<file path="src/rtl/multi_slot_scheduler.sv">
// Time-of-day scheduler: NUM_SLOTS programmable hh:mm entries, each firing a
// retriggerable fixed-length run pulse on one of 2**DEV_W device outputs.
module multi_slot_scheduler #(
  parameter int NUM_SLOTS  = 4,
  parameter int DEV_W      = 2,
  parameter int RUN_CYCLES = 16,
  localparam int ND = 2 ** DEV_W,
  localparam int SW = $clog2(NUM_SLOTS),
  localparam int CW = $clog2(RUN_CYCLES + 1)
) (
  input  logic             clk,
  input  logic             rst,
  input  logic [4:0]       hour,
  input  logic [5:0]       minute,
  input  logic             global_en,
  input  logic             cfg_we,
  input  logic [SW-1:0]    cfg_slot,
  input  logic             cfg_valid,
  input  logic [4:0]       cfg_hour,
  input  logic [5:0]       cfg_minute,
  input  logic [DEV_W-1:0] cfg_dev,
  output logic             cfg_err,
  output logic [ND-1:0]    dev_run,
  output logic             fire,
  output logic [SW-1:0]    fire_slot,
  output logic             collision
);

  logic [NUM_SLOTS-1:0] slot_valid;
  logic [4:0]           slot_hour   [NUM_SLOTS];
  logic [5:0]           slot_minute [NUM_SLOTS];
  logic [DEV_W-1:0]     slot_dev    [NUM_SLOTS];
  logic [CW-1:0]        cnt         [ND];
  logic [10:0]          time_q;
  logic                 init;

  logic                 tick;
  logic                 cfg_bad;
  logic [NUM_SLOTS-1:0] trig;
  logic [ND-1:0]        dev_hit;
  logic                 coll_next;
  logic [SW-1:0]        first_slot;

  // A trigger only happens on the cycle the presented time differs from last cycle's.
  assign tick    = !init && global_en && ({hour, minute} != time_q);
  assign cfg_bad = (cfg_hour > 5'd23) || (cfg_minute > 6'd59);

  always_comb begin
    trig = '0;
    for (int i = 0; i < NUM_SLOTS; i++) begin
      trig[i] = tick && slot_valid[i] && (slot_hour[i] == hour) && (slot_minute[i] == minute);
    end
  end

  // Devices hit twice in one tick, or hit while still running, count as a collision.
  always_comb begin
    dev_hit    = '0;
    coll_next  = 1'b0;
    first_slot = '0;
    for (int i = NUM_SLOTS - 1; i >= 0; i--) begin
      if (trig[i]) first_slot = SW'(i);
    end
    for (int i = 0; i < NUM_SLOTS; i++) begin
      if (trig[i]) begin
        if (dev_hit[slot_dev[i]] || (cnt[slot_dev[i]] != '0)) coll_next = 1'b1;
        dev_hit[slot_dev[i]] = 1'b1;
      end
    end
  end

  always_ff @(posedge clk or posedge rst) begin
    if (rst) begin
      slot_valid <= '0;
      for (int i = 0; i < NUM_SLOTS; i++) begin
        slot_hour[i]   <= '0;
        slot_minute[i] <= '0;
        slot_dev[i]    <= '0;
      end
    end else if (cfg_we && !cfg_bad) begin
      slot_valid[cfg_slot]  <= cfg_valid;
      slot_hour[cfg_slot]   <= cfg_hour;
      slot_minute[cfg_slot] <= cfg_minute;
      slot_dev[cfg_slot]    <= cfg_dev;
    end
  end

  always_ff @(posedge clk or posedge rst) begin
    if (rst) begin
      time_q    <= '0;
      init      <= 1'b1;
      fire      <= 1'b0;
      fire_slot <= '0;
      collision <= 1'b0;
      cfg_err   <= 1'b0;
      for (int d = 0; d < ND; d++) cnt[d] <= '0;
    end else begin
      time_q    <= {hour, minute};
      init      <= 1'b0;
      fire      <= |trig;
      fire_slot <= first_slot;
      collision <= coll_next;
      cfg_err   <= cfg_we && cfg_bad;
      for (int d = 0; d < ND; d++) begin
        if (dev_hit[d])         cnt[d] <= CW'(RUN_CYCLES);
        else if (!global_en)    cnt[d] <= '0;
        else if (cnt[d] != '0)  cnt[d] <= cnt[d] - CW'(1);
      end
    end
  end

  always_comb begin
    dev_run = '0;
    for (int d = 0; d < ND; d++) dev_run[d] = (cnt[d] != '0);
  end

endmodule

</file>
<file path="config.mk">
export PLATFORM = sky130hd
export DESIGN_NAME = multi_slot_scheduler
export DESIGN_NICKNAME = d
export VERILOG_FILES = /design/src/rtl/multi_slot_scheduler.sv
export SDC_FILE = /design/constraint.sdc
export NUM_CORES = 1
export LEC_CHECK = 0
export BUFFER_PORTS_ARGS = -buffer_cell sky130_fd_sc_hd__buf_2
export CAP_MARGIN = 10
export CORE_MARGIN = 5
export CORE_UTILIZATION = 54
export CTS_CLUSTER_SIZE = 40
export DETAILED_ROUTE_END_ITERATION = 16
export PLACE_DENSITY = 0.76
export REMOVE_ABC_BUFFERS = 1
export SLEW_MARGIN = 20
export SYNTH_ARGS = -nofsm -noshare
export SYNTH_HDL_FRONTEND = slang
export SYNTH_SLANG_ARGS = --single-unit
</file>
<file path="constraint.sdc">
create_clock -name clk -period 3.08 [get_ports clk]
set_input_delay 0.616 -clock clk [delete_from_list [all_inputs] [get_ports clk]]
set_output_delay 0.616 -clock clk [all_outputs]
set_load 0.005 [all_outputs]
</file>
# Word-level counts from Yosys, hierarchy flattened
# Index checks and enable logic that the tools add are counted.
[classes] n_mux=68 n_mul=0 div_mod_pow=0 shifts=0 reduce_logical=38 n_addsub=4 order_cmp=18 n_bitwise=8 n_eq_ne=13
[op_table] operator="two-way mux 5 bit" n=21
[op_table] operator="binary-select mux 5 bit (select 2 bit)" n=4
[op_table] operator="nonzero test 5 bit" n=8
[op_table] operator="bitwise mux 24 bit" n=1
[op_table] operator="equality test 6 bit" n=4
[op_table] operator="logical AND 1 bit" n=22
[op_table] operator="bitwise mux 20 bit" n=1
[op_table] operator="equality test 5 bit" n=4
[op_table] operator="subtractor 5 x 1 -> 5 bit (second input constant)" n=4
[op_table] operator="two-way mux 1 bit" n=17
[op_table] operator="two-way mux 4 bit" n=4
[op_table] operator="greater-or-equal comparator 3 bit (second input constant)" n=5
[op_table] operator="less-than comparator 2 x 3 -> 1 bit (second input constant)" n=5
[op_table] operator="inverter 2 -> 3 bit" n=5
[op_table] operator="demux 6 bit (select 2 bit)" n=1
[op_table] operator="!= test 3 x 1 -> 1 bit (second input constant)" n=4
[op_table] operator="OR 4 bit" n=3
[op_table] operator="!= test 11 bit" n=1
[op_table] operator="demux 1 bit (select 2 bit)" n=5
[op_table] operator="demux 5 bit (select 2 bit)" n=1
[op_table] operator="greater-or-equal comparator 2 x 1 -> 1 bit (second input constant)" n=5
[op_table] operator="two-way mux 2 bit" n=5
[op_table] operator="binary-select mux 1 bit (select 2 bit)" n=4
[op_table] operator="bitwise mux 8 bit" n=1
[op_table] operator="other kinds (9)" n=14
[totals] latch_bits=0 inputBits=31 wordCells=172 mem_bits_rw=0 rom_bits=0 memories=0 output_inout_bits=9 reg_bits=93

# Depth between registers and ports, before layout
# Gate-level depths: netlist of run 1.
[logic_depth] word_depth=16 mapped_depth=9 depth_no_buf=7

# Worst setup path before layout of run 1
# Ideal clock, no wire load.
[synth_path] path_type="input port to flip-flop" start="input minute[3]" end="register cnt[11] (netlist name)" slack_ns=0.626 n_path_buf=2 stages=9 t_required_ns=2.949 arrival_ns=2.323 setup_ns=0.131 cell_sequence="buf_4 -> xnor2_2 -> nand4_2 -> o31ai_4 -> or4_1 -> buf_4 -> or3b_1 -> nand3_2 -> a211oi_1"
[synth_between] elab_chain_cells=13 elab_cells_between_ends=27 cone_classes="6 x eq/ne; 5 x mux; 3 x bitwise; 13 x reduce/logical"
[synth_lines] item="start: declaration" line_no="14" source="input logic [5:0] minute,"
[synth_lines] item="!= test 11 bit" line_no="45" source="assign tick = !init && global_en && ({hour, minute} != time_q);"
[synth_lines] item="logical AND 1 bit" line_no="45"
[synth_lines] item="logical AND 1 bit (3 in series)" line_no="51" source="trig[i] = tick && slot_valid[i] && (slot_hour[i] == hour) && (slot_minute[i] == minute);"
[synth_lines] item="two-way mux 4 bit" line_no="64" source="if (trig[i]) begin"
[synth_lines] item="OR 4 bit (no source line)"
[synth_lines] item="two-way mux 4 bit" line_no="64"
[synth_lines] item="OR 4 bit (no source line)"
[synth_lines] item="two-way mux 4 bit" line_no="64"
[synth_lines] item="OR 4 bit (no source line)"
[synth_lines] item="two-way mux 4 bit *" line_no="64"
[synth_lines] item="!= test 3 x 1 -> 1 bit (no source line) / two-way mux 5 bit (equally long branches)"
[synth_lines] item="end signal: indexed assignment" line_no="104" source="if (dev_hit[d]) cnt[d] <= CW'(RUN_CYCLES);"
[synth_lines] item="end: declaration" line_no="33" source="logic [CW-1:0] cnt [ND];"
# Every way passes the cells marked *; elsewhere a longest branch is shown, timed or not.
# A chain may end at the register's enable or synchronous reset.

# Worst setup path in the final report of run 1
[layout_path] start="input hour[4]" end="register collision"
[layout_between] elab_chain_cells=15 elab_cells_between_ends=39 cone_classes="5 x eq/ne; 16 x mux; 2 x bitwise; 16 x reduce/logical"
[layout_lines] item="start: declaration" line_no="13" source="input logic [4:0] hour,"
[layout_lines] item="!= test 11 bit" line_no="45"
[layout_lines] item="logical AND 1 bit" line_no="45"
[layout_lines] item="logical AND 1 bit (3 in series)" line_no="51"
[layout_lines] item="two-way mux 4 bit" line_no="64"
[layout_lines] item="binary-select mux 1 bit (select 2 bit) / OR 4 bit (equally long branches)"
[layout_lines] item="two-way mux 1 bit (not written as such) / two-way mux 4 bit (equally long branches)" line_no="65, 64"
[layout_lines] item="logical OR 1 bit (tied with other cells)" line_no="65" source="if (dev_hit[slot_dev[i]] || (cnt[slot_dev[i]] != '0)) coll_next = 1'b1;"
[layout_lines] item="two-way mux 1 bit / two-way mux 4 bit (equally long branches)" line_no="65, 64"
[layout_lines] item="two-way mux 1 bit (tied with other cells)" line_no="64"
[layout_lines] item="two-way mux 1 bit" line_no="65"
[layout_lines] item="two-way mux 1 bit / logical OR 1 bit (equally long branches)" line_no="64, 65"
[layout_lines] item="two-way mux 1 bit" line_no="65"
[layout_lines] item="two-way mux 1 bit *" line_no="64"
[layout_lines] item="named net coll_next" line_no="41" source="logic coll_next;"
[layout_lines] item="end signal: assignment" line_no="101" source="collision <= coll_next;"
[layout_lines] item="end: declaration" line_no="26" source="output logic collision"
# Mark *: on every way through the listed nets, which the timed path passes. The rest lies on a longest branch. The select of a mux whose other input is x is not followed.

==> run metrics, run 1 <==
Sw Share=34.9%; Diodes inserted=0; post-synthesis cell count=447; FMAX=0.426 GHz; DRC viols=0; CP required=3350 ps; crit path launch type=input port; Worst Slack Setup Final=735 ps; Post-DP HPWL=7890 um; DIE WIDTH=106 um; DRT Pass-1 Iters=4; clk sink count=93; worst r2r path cells=7; die height=106 um; critical-path maximum fanout=6; WL final=10700 um; Seq/Total Area, Yosys=47.0%; EDFF count, synth=0; Reg-to-Reg End=collision; Num CTS Buffers=9; Seq cells post-synth=93; total track usage=20.4%; top cell type's share of synthesized area=46.5%; I/O pin cnt=40; initial core utilization=54.4%; most frequent cells in the layout=dfrtp_1 (92), xnor2_1 (50), buf_2 (39), mux2_1 (34), nor2_1 (33); Setup CP Type=input port to flip-flop; largest net degree at the start of global routing=52; share of post-route cells with drive strength above 1=21.3%; Post-Syn Area per Cell=11.1 sq um; number of post-CTS setup repair buffers=0; Max Buffers Root-to-Sink=2; Max Cap Violations=0; Routed Antenna Nets=0; Net count, final=526; Via density=5.86; total power draw=4.14 mW; Slew Limit Fails=0; H-tree levels=3; Crit-path slowest cell=nor3_1; CP Cell Sequence=buf_2 -> xnor2_1 -> nand4_1 -> nor3_1 -> a32oi_1 -> o221ai_1 -> a211oi_1 -> o2111ai_1; Int Power=2.70 mW; Placeable Area=9110 sq um; clock share of power=24.1%; Synth area leader=dfrtp_1; CTS hold repair buffers=0; Setup crit end kind=flip-flop; status=completed; post-cts repair resize count=0; crit path time final=2350 ps; Slew headroom=49.3%; critical path depth=8; Layout area overhead=11.1%; Netlist cell types=56; DP Cell Count=587; pwr dens=752 nW/um^2; Setup Slack @ Placement=379 ps; row count=35; I/O Buffers=39; Root Driver=clkbuf_8; clock insertion delay at the later pin of the skew report=370 ps; Sw Pwr=1.44 mW; clock slew at reported path FFs=90 ps; Most used DFF post-synth=dfrtp_1; Crit Reg-Reg Startpoint=slot_minute[23]; vias in the first global route=3617; DRT iter0 DRCs=201; Largest stage delay, worst path=540 ps; Worst Path Buf+Inv=1; global placement routability congestion=0.912; CTS tree=done; leading post-synthesis cells by cell area=dfrtp_1 (46%), xnor2_1 (8.8%), mux2_1 (7.7%), mux2_2 (4.8%), nor2_1 (2.5%); Mapped Area=4950 sq um; Worst Path Arrival=2620 ps; Logic pwr share=33.9%; Reg2Reg Setup Slack=740 ps; crit share post-route=76.1%; delay-heaviest family, CP=simple AND/OR/NAND/NOR gates; initial antenna violation count=0; GRT Residual Overflow=0; ys async rst share=100%; clock skew=8.36 ps; RSZ-0062 raised after global routing=no; commonest non-fill, non-tap cell in the layout=dfrtp_1; final setup vio count=0; Setup TNS=0 ps; LEAKAGE=2.33 nW; min-delay worst type=input port to asynchronous set/reset pin; Min Hold Slack=352 ps; area of the die=11200 sq um; endpoints failing hold=0; Max VDD drop=0.342 mV; Finished Layout Cells=603; first-pass GRT wire length=18000 um; Least-Margin Pin Slew=760 ps; synth warn=0; Sequential Power Share=42.0%; WL per Instance=17.8 um; detailed-route via count=3535
power groups by stage:
stage	Combinational (mW)	Clock, mW	Sequential [mW]
2_1_floorplan	1.04	0	1.70
3_5_place_dp	1.40	0	1.76
4_1_cts	1.41	1.01	1.74
6_report	1.40	0.997	1.74
3_3_place_gp	1.34	0	1.74
5_1_grt	1.57	1.08	1.78
metrics by stage:
stage	cell area, sq um	utilization (%)
after floorplan	4830	-
after global placement	5260	57.7
after detailed placement	5260	57.7
after CTS	5500	60.4
after global routing	5500	60.4
final	5500	60.4
registers in the layout, indices dropped and copies added, names as in the netlist, 2 cells and up:
register	count
slot_dev	8
fire_slot	2
slot_valid	4
cnt	20
slot_minute	24
time_q	11
slot_hour	20
synth_stat cells, types with 2 or more instances:
master / instances
xor2_1: 8
nand4_2: 2
mux2_1: 34
mux2_2: 21
a31oi_1: 4
ha_1: 8
buf_4: 12
nor3_1: 12
and4_1: 3
nor2_1: 33
o32a_1: 2
o21ai_0: 10
nand3_1: 7
dfrtp_1: 92
a41oi_1: 2
o21ai_1: 4
nand3_2: 2
nand3b_1: 4
buf_1: 2
o211ai_1: 2
inv_1: 18
and2_1: 3
xnor2_1: 50
nor4_1: 7
nand2_1: 31
xnor2_2: 6
nor4b_1: 2
clkbuf_1: 6
a32oi_1: 3
or3_1: 3
a21oi_1: 9
a211oi_1: 5
nand4_1: 17
worst max-delay path by stage:
stage | to | start
finish | collision | hour[4]
global route | collision | slot_minute[23]
CTS | cnt[1] | time_q[8]
detailed placement | cnt[1] | hour[2]
global placement | cnt[1] | hour[2]
floorplan | cfg_err | rst
logic make-up after synthesis:
| family | after synthesis | synth area share [%] |
|---|---|---|
| xor+xnor | 64 | 12.2 |
| buf+inv | 40 | 3.94 |
| mux | 56 | 13.0 |
| flops | 93 | 47.0 |
| fa+ha+maj | 8 | 2.02 |
| other cells | 1 | 0.0757 |
| compound gates | 53 | 7.78 |
| simple gates | 132 | 14.0 |
worst register-to-register path: stages, from the launching register on:
cell,delay (ps)
dfrtp_1,400
xnor2_1,210
nand4_1,280
nor4_1,580
a32oi_1,210
o221ai_1,240
a211oi_1,110
o2111ai_1,220
layout make-up:
type | count | area [sq um]
fill | 759 | 3610
clock inverter | 7 | 121
inverter | 20 | 76.3
multi-input combinational | 314 | 2430
clock buffer | 9 | 124
timing repair buffer | 49 | 283
tap | 111 | 139
sequential | 93 | 2330
metal layers:
layer	track usage, %	vias to the layer above	part of all wire [%]
met1	26.7	1743	43
met2	33.4	112	49
met3	4.04	26	5.1
li1	-	1654	-
met4	7.77	0	2.9
met5	0	-	0
(Power assumes the default switching activity.)
==> run 2: changes to the inputs <==
- CORE_UTILIZATION: 54 -> 60
- PLACE_DENSITY: 0.76 -> 0.8
- clock period: 3.08 -> 2.19 ns (I/O delays scaled with it)
==> run 2 against run 1 <==
  * Utilization is 13 points higher
  * Flip-flop and latch count is the same
  * Sequential share of layout area is 3.5 points lower
  * Die area shrank 9.1%
  * Critical path depth unchanged
  * Clock skew up 3.2 ps
  * Combinational power grew 59%
  * First-iteration DRC count grew 37%
  * Cell count increased by 7.6%
  * Routed wire length increased by 12%
==> run metrics, run 2 (synthesis gave the netlist of run 1 again) <==
Hold Crit Depth=1; detailed-route via count=3820 (+8.1%); clock share of power=18.9% (-5.2 points); Reg2Reg Setup Slack=80 ps (-660 ps); clock insertion delay at the later pin of the skew report=360 ps (about the same); initial antenna violation count=0 (unchanged); Via density=5.89 (+0.40%); Slew Limit Fails=0 (unchanged); Setup TNS=0 ps (unchanged); endpoints failing hold=0 (unchanged); Crit Reg-Reg Startpoint=slot_hour[14]; total track usage=25.2% (+4.8 points); I/O Buffers=39 (unchanged); commonest non-fill, non-tap cell in the layout=dfrtp_1; Hold Startpoint=hour[2]; Regs by FF count=slot_minute x24, cnt x20, slot_hour x20; Net count, final=578 (+9.9%); crit path launch type=flip-flop; CP required=2460 ps (-890 ps); Sw Pwr=2.18 mW (+51%); Sw Share=37.5% (+2.7 points); Max VDD drop=0.559 mV (+64%); critical-path maximum fanout=4 (-2); row count=33 (-5.7%); I/O pin cnt=40 (unchanged); final setup vio count=0 (unchanged); Int Power=3.62 mW (+34%); Placeable Area=8130 sq um (-11%); Root Driver=clkbuf_8; H-tree levels=3 (unchanged); Min-Delay Endpoint=time_q[8]; crit share post-route=96.3%; Num CTS Buffers=9 (unchanged); most frequent cells in the layout=dfrtp_1 (92), buf_4 (55), xnor2_1 (45), buf_2 (39), mux2_1 (34); WL final=12000 um (+12%); crit path time final=2110 ps; status=completed; vias in the first global route=4068 (+12%); Routed Antenna Nets=0 (unchanged); first-pass GRT wire length=19900 um (+10%); FMAX=0.474 GHz; max reg flops=24 (unchanged); Largest Register=slot_minute; clk sink count=93 (unchanged); Logic pwr share=38.5% (+4.6 points); initial core utilization=60.9% (+6.5 points); Sequential Power Share=42.7% (+0.7 points); area of the die=10200 sq um (-9.1%); Worst Path Arrival=2380 ps (-240 ps); DRC viols=0 (unchanged); Setup CP Type=flip-flop to flip-flop; Min Hold Slack=255 ps (-97.2 ps); clock slew at reported path FFs=100 ps (about the same); DRT Pass-1 Iters=5 (+1); Reg-to-Reg End=collision; LEAKAGE=2.60 nW (+12%); Setup crit end kind=flip-flop; clock skew=11.6 ps (+3.21 ps); share of post-route cells with drive strength above 1=31.8% (+10 points); DIE WIDTH=101 um (-4.6%); Diodes inserted=0 (unchanged); WL per Instance=18.5 um (+4.0%); pwr dens=966 nW/um^2 (+28%); RSZ-0062 raised after global routing=yes; die height=101 um (-4.6%); largest net degree at the start of global routing=36 (-31%); DRT iter0 DRCs=275 (+37%); Layout area overhead=21.1%; worst r2r path cells=8 (+1); Max Cap Violations=0 (unchanged); global placement routability congestion=0.882 (-3.2%); Max Buffers Root-to-Sink=2 (unchanged); CTS tree=done; min-delay worst type=input port to flip-flop; Post-DP HPWL=8990 um (+14%); GRT Residual Overflow=0 (unchanged)
[run 2: cell types whose count changed in the layout (fill, tap and decap cells not counted), sizes merged]
cell         delta
dlygate4sd3     +1
clkinvlp        +2
bufinv          -3
inv             +1
buf            +51
[run 2: metal layers]
layer	vias up	GRT usage, %	part of all wire [%]
li1	1765	-	-
met1	1895	30.8	39
met2	121	43.8	53
met3	39	5.47	5.1
met4	0	9.02	3.3
met5	-	0	0
[run 2: final cells by class]
type	instances	area (sq um)
inverter	20	76.3
multi-input combinational	314	2540
fill	545	2140
timing repair buffer	101	738
tap	105	131
clock inverter	7	60.1
sequential	93	2330
clock buffer	9	124
[run 2: metrics by stage]
step / util, % / worst slack [ps] / cells / total power, mW / instance area (sq um)
floorplan: - / -667 / 427 / 3.85 / 4830
global placement: 69.5 / -225 / 627 / 4.48 / 5660
detailed placement: 69.5 / -292 / 627 / 4.62 / 5660
CTS: 72.2 / 33.6 / 644 / 5.73 / 5870
global route: 73.7 / -63.4 / 649 / 6.18 / 6000
finish: 73.7 / 80.9 / 649 / 5.79 / 6000
[run 2: what timing repair did]
item | CTS | global route
hold buffers | 1 | 0
buffers inserted | 0 | 5
gates resized for setup | 3 | 16
endpoints found under the setup margin | 8 | 14
pin swaps | 0 | 10
hold endpoints to repair | 6 | 0
[run 2: worst max-delay path by stage]
stage             startpoint   endpoint  slack [ps]  cells after the start
3_3_place_gp         hour[2]  collision        -220                     10
3_5_place_dp       minute[5]     cnt[5]        -290                      8
2_1_floorplan            rst    cfg_err        -670                      1
4_1_cts            time_q[5]  collision          30                      8
5_1_grt            time_q[7]    cnt[16]         -60                      8
6_report       slot_hour[14]  collision          80                      8
[run 2: worst max-delay path, stage by stage, from the launching register on]
cell and delay [ps]:
dfrtp_1 410, xnor2_1 200, nand4_1 210, buf_4 200, nor4b_2 370, o21ai_2 150, a31oi_1 190, a211oi_2 100
o2111ai_1 180
[run 2: power by group through the flow]
stage / clock network [mW] / logic (mW) / registers [mW]
after floorplan: 0 / 1.46 / 2.39
after CTS: 1.11 / 2.16 / 2.46
after global placement: 0 / 2.02 / 2.46
final: 1.09 / 2.23 / 2.47
after detailed placement: 0 / 2.13 / 2.49
after global routing: 1.18 / 2.47 / 2.53
==> run 3: changes to the inputs <==
- clock period: 2.19 -> 2.4 ns (I/O delays scaled with it)
==> run 3 against run 2 <==
  * Hold slack worse by 230 ps
  * Die area is the same
  * Non-clock buffer count fell by 34
  * Sequential share of layout area rose by 3.0 points
  * First-iteration DRC count decreased by 50%
  * Utilization shrank 5.2 points
  * Via count down 6.0%
  * Total power decreased by 12%
  * Fmax is 6.3% lower
  * Cell count down 5.2%
  * Critical path type unchanged
  * Largest cell class unchanged
==> run metrics, run 3 (synthesis gave the netlist of run 1 again) <==
number of post-CTS setup repair buffers=0 (unchanged); initial antenna violation count=0 (unchanged); Root Driver=clkbuf_8; WL per Instance=17.7 um (-4.4%); Finished Layout Cells=615 (-5.2%); GRT Residual Overflow=0 (unchanged); detailed-route via count=3592 (-6.0%); Post-DP HPWL=8300 um (-7.7%); RSZ-0062 raised after global routing=no; Max Buffers Root-to-Sink=2 (unchanged); grt met3 use=4.22% (-1.2 points); DRT Pass-1 Iters=5 (unchanged); first-pass GRT wire length=18800 um (-5.9%); GRT met2 Usage=40.3% (-3.5 points); delay-heaviest family, CP=simple AND/OR/NAND/NOR gates; Area after DPL=5380 sq um (-4.8%); min-delay worst type=input port to asynchronous set/reset pin; critical-path maximum fanout=5 (+1); I/O pin cnt=40 (unchanged); Max Cap Violations=0 (unchanged); clock slew at reported path FFs=100 ps (about the same); Filler Cells Inserted=596 (+9.4%); clk sink count=93 (unchanged); Placeable Area=8130 sq um (unchanged); Crit-path slowest cell=or4_1; final setup vio count=0 (unchanged); largest net degree at the start of global routing=56 (+56%); Max VDD drop=0.495 mV (-11%); Routed Antenna Nets=0 (unchanged); Net count, final=544 (-5.9%); grt peak-use layer=met2; crit path launch type=flip-flop; row count=33 (unchanged); share of post-route cells with drive strength above 1=24.1% (-7.7 points); LEAKAGE=2.38 nW (-8.5%); Layout area overhead=12.5%; Setup crit end kind=flip-flop; I/O Buffers=39 (unchanged); H-tree levels=3 (unchanged); crit path time final=2250 ps (+142 ps); die height=101 um (unchanged); CP required=2630 ps (+170 ps); DP Cell Count=599 (-4.5%); Diodes inserted=0 (unchanged); routing usage on met1=29.8% (-1.0 points); global placement routability congestion=0.884 (+0.20%); post-cts repair resize count=0 (-3); area of the die=10200 sq um (unchanged); most frequent cells in the layout=dfrtp_1 (92), xnor2_1 (50), buf_2 (39), mux2_1 (34), nor2_1 (33); CTS hold repair buffers=0 (-1); initial core utilization=60.9% (unchanged); CP Cell Sequence=xnor2_2 -> nand4_2 -> o31ai_4 -> or4_1 -> buf_4 -> o311ai_2 -> a211oi_1; commonest non-fill, non-tap cell in the layout=dfrtp_1; Regs by FF count=slot_minute x24, cnt x20, slot_hour x20; endpoints failing hold=0 (unchanged); DRC viols=0 (unchanged); clock skew=12.7 ps (+1.14 ps); Worst Path Arrival=2480 ps (+100 ps); clock insertion delay at the later pin of the skew report=370 ps (about the same); max reg flops=24 (unchanged); total track usage=23.6% (-1.6 points); Largest stage delay, worst path=690 ps (+280 ps); crit share post-route=93.8% (-2.5 points); FMAX=0.444 GHz (-6.3%); CTS tree=done; WL final=10900 um (-9.4%); Setup CP Type=flip-flop to flip-flop; Largest Register=slot_minute; status=completed; Slew Limit Fails=0 (unchanged); post-route cell area=5570 sq um (-7.1%); Worst Path Buf+Inv=1 (unchanged); vias in the first global route=3843 (-5.5%); DRT iter0 DRCs=137 (-50%); Reg2Reg Setup Slack=150 ps (+70 ps); Via density=5.84 (-0.77%); pwr dens=914 nW/um^2 (-5.4%); Num CTS Buffers=9 (unchanged); DIE WIDTH=101 um (unchanged)
-- run 3: worst paths after layout --
path / start / to / cells past startpoint
hold reg to reg: slot_valid[2] / slot_valid[2] / 1
setup / recovery: time_q[5] / cnt[6] / 7
max in group asynchronous: rst / init / 3
setup reg to reg: time_q[5] / cnt[6] / 7
hold / removal: rst / slot_minute[12] / 2
min in group clk: minute[0] / time_q[0] / 1
-- run 3: final cells by class --
cell class	count	area (sq um)	area share, %
multi-input combinational	314	2430	43.6
sequential	93	2330	41.8
timing repair buffer	67	418	7.50
tap	105	131	2.36
clock buffer	9	124	2.22
inverter	20	76.3	1.37
clock inverter	7	63.8	1.15
-- run 3: where the power goes --
| group | switching (mW) | total, mW | internal, mW | leakage [nW] |
|---|---|---|---|---|
| logic | 0.966 | 1.85 | 0.882 | 1.15 |
| registers | 0.319 | 2.24 | 1.92 | 1.14 |
| clock network | 0.603 | 1.00 | 0.400 | 0.0903 |
| total | 1.89 | 5.09 | 3.20 | 2.38 |
-- run 3: layer usage --
metal	routed length (um)	part of all wire, %
met1	4700	43
met2	5540	51
met5	0	0
met3	406	3.7
met4	238	2.2
-- run 3: through the flow --
stage	utilization, %	total power [mW]	hold slack, ps	setup TNS (ps)	worst slack, ps
6_report	68.5	5.09	26.7	0	149
5_1_grt	68.5	5.46	28.9	0	20.5
4_1_cts	68.5	5.13	20.3	0	151
3_5_place_dp	66.2	4.11	431	-575	-74.4
3_3_place_gp	66.2	4.02	433	-156	-40.9
2_1_floorplan	-	3.51	458	-45880	-499
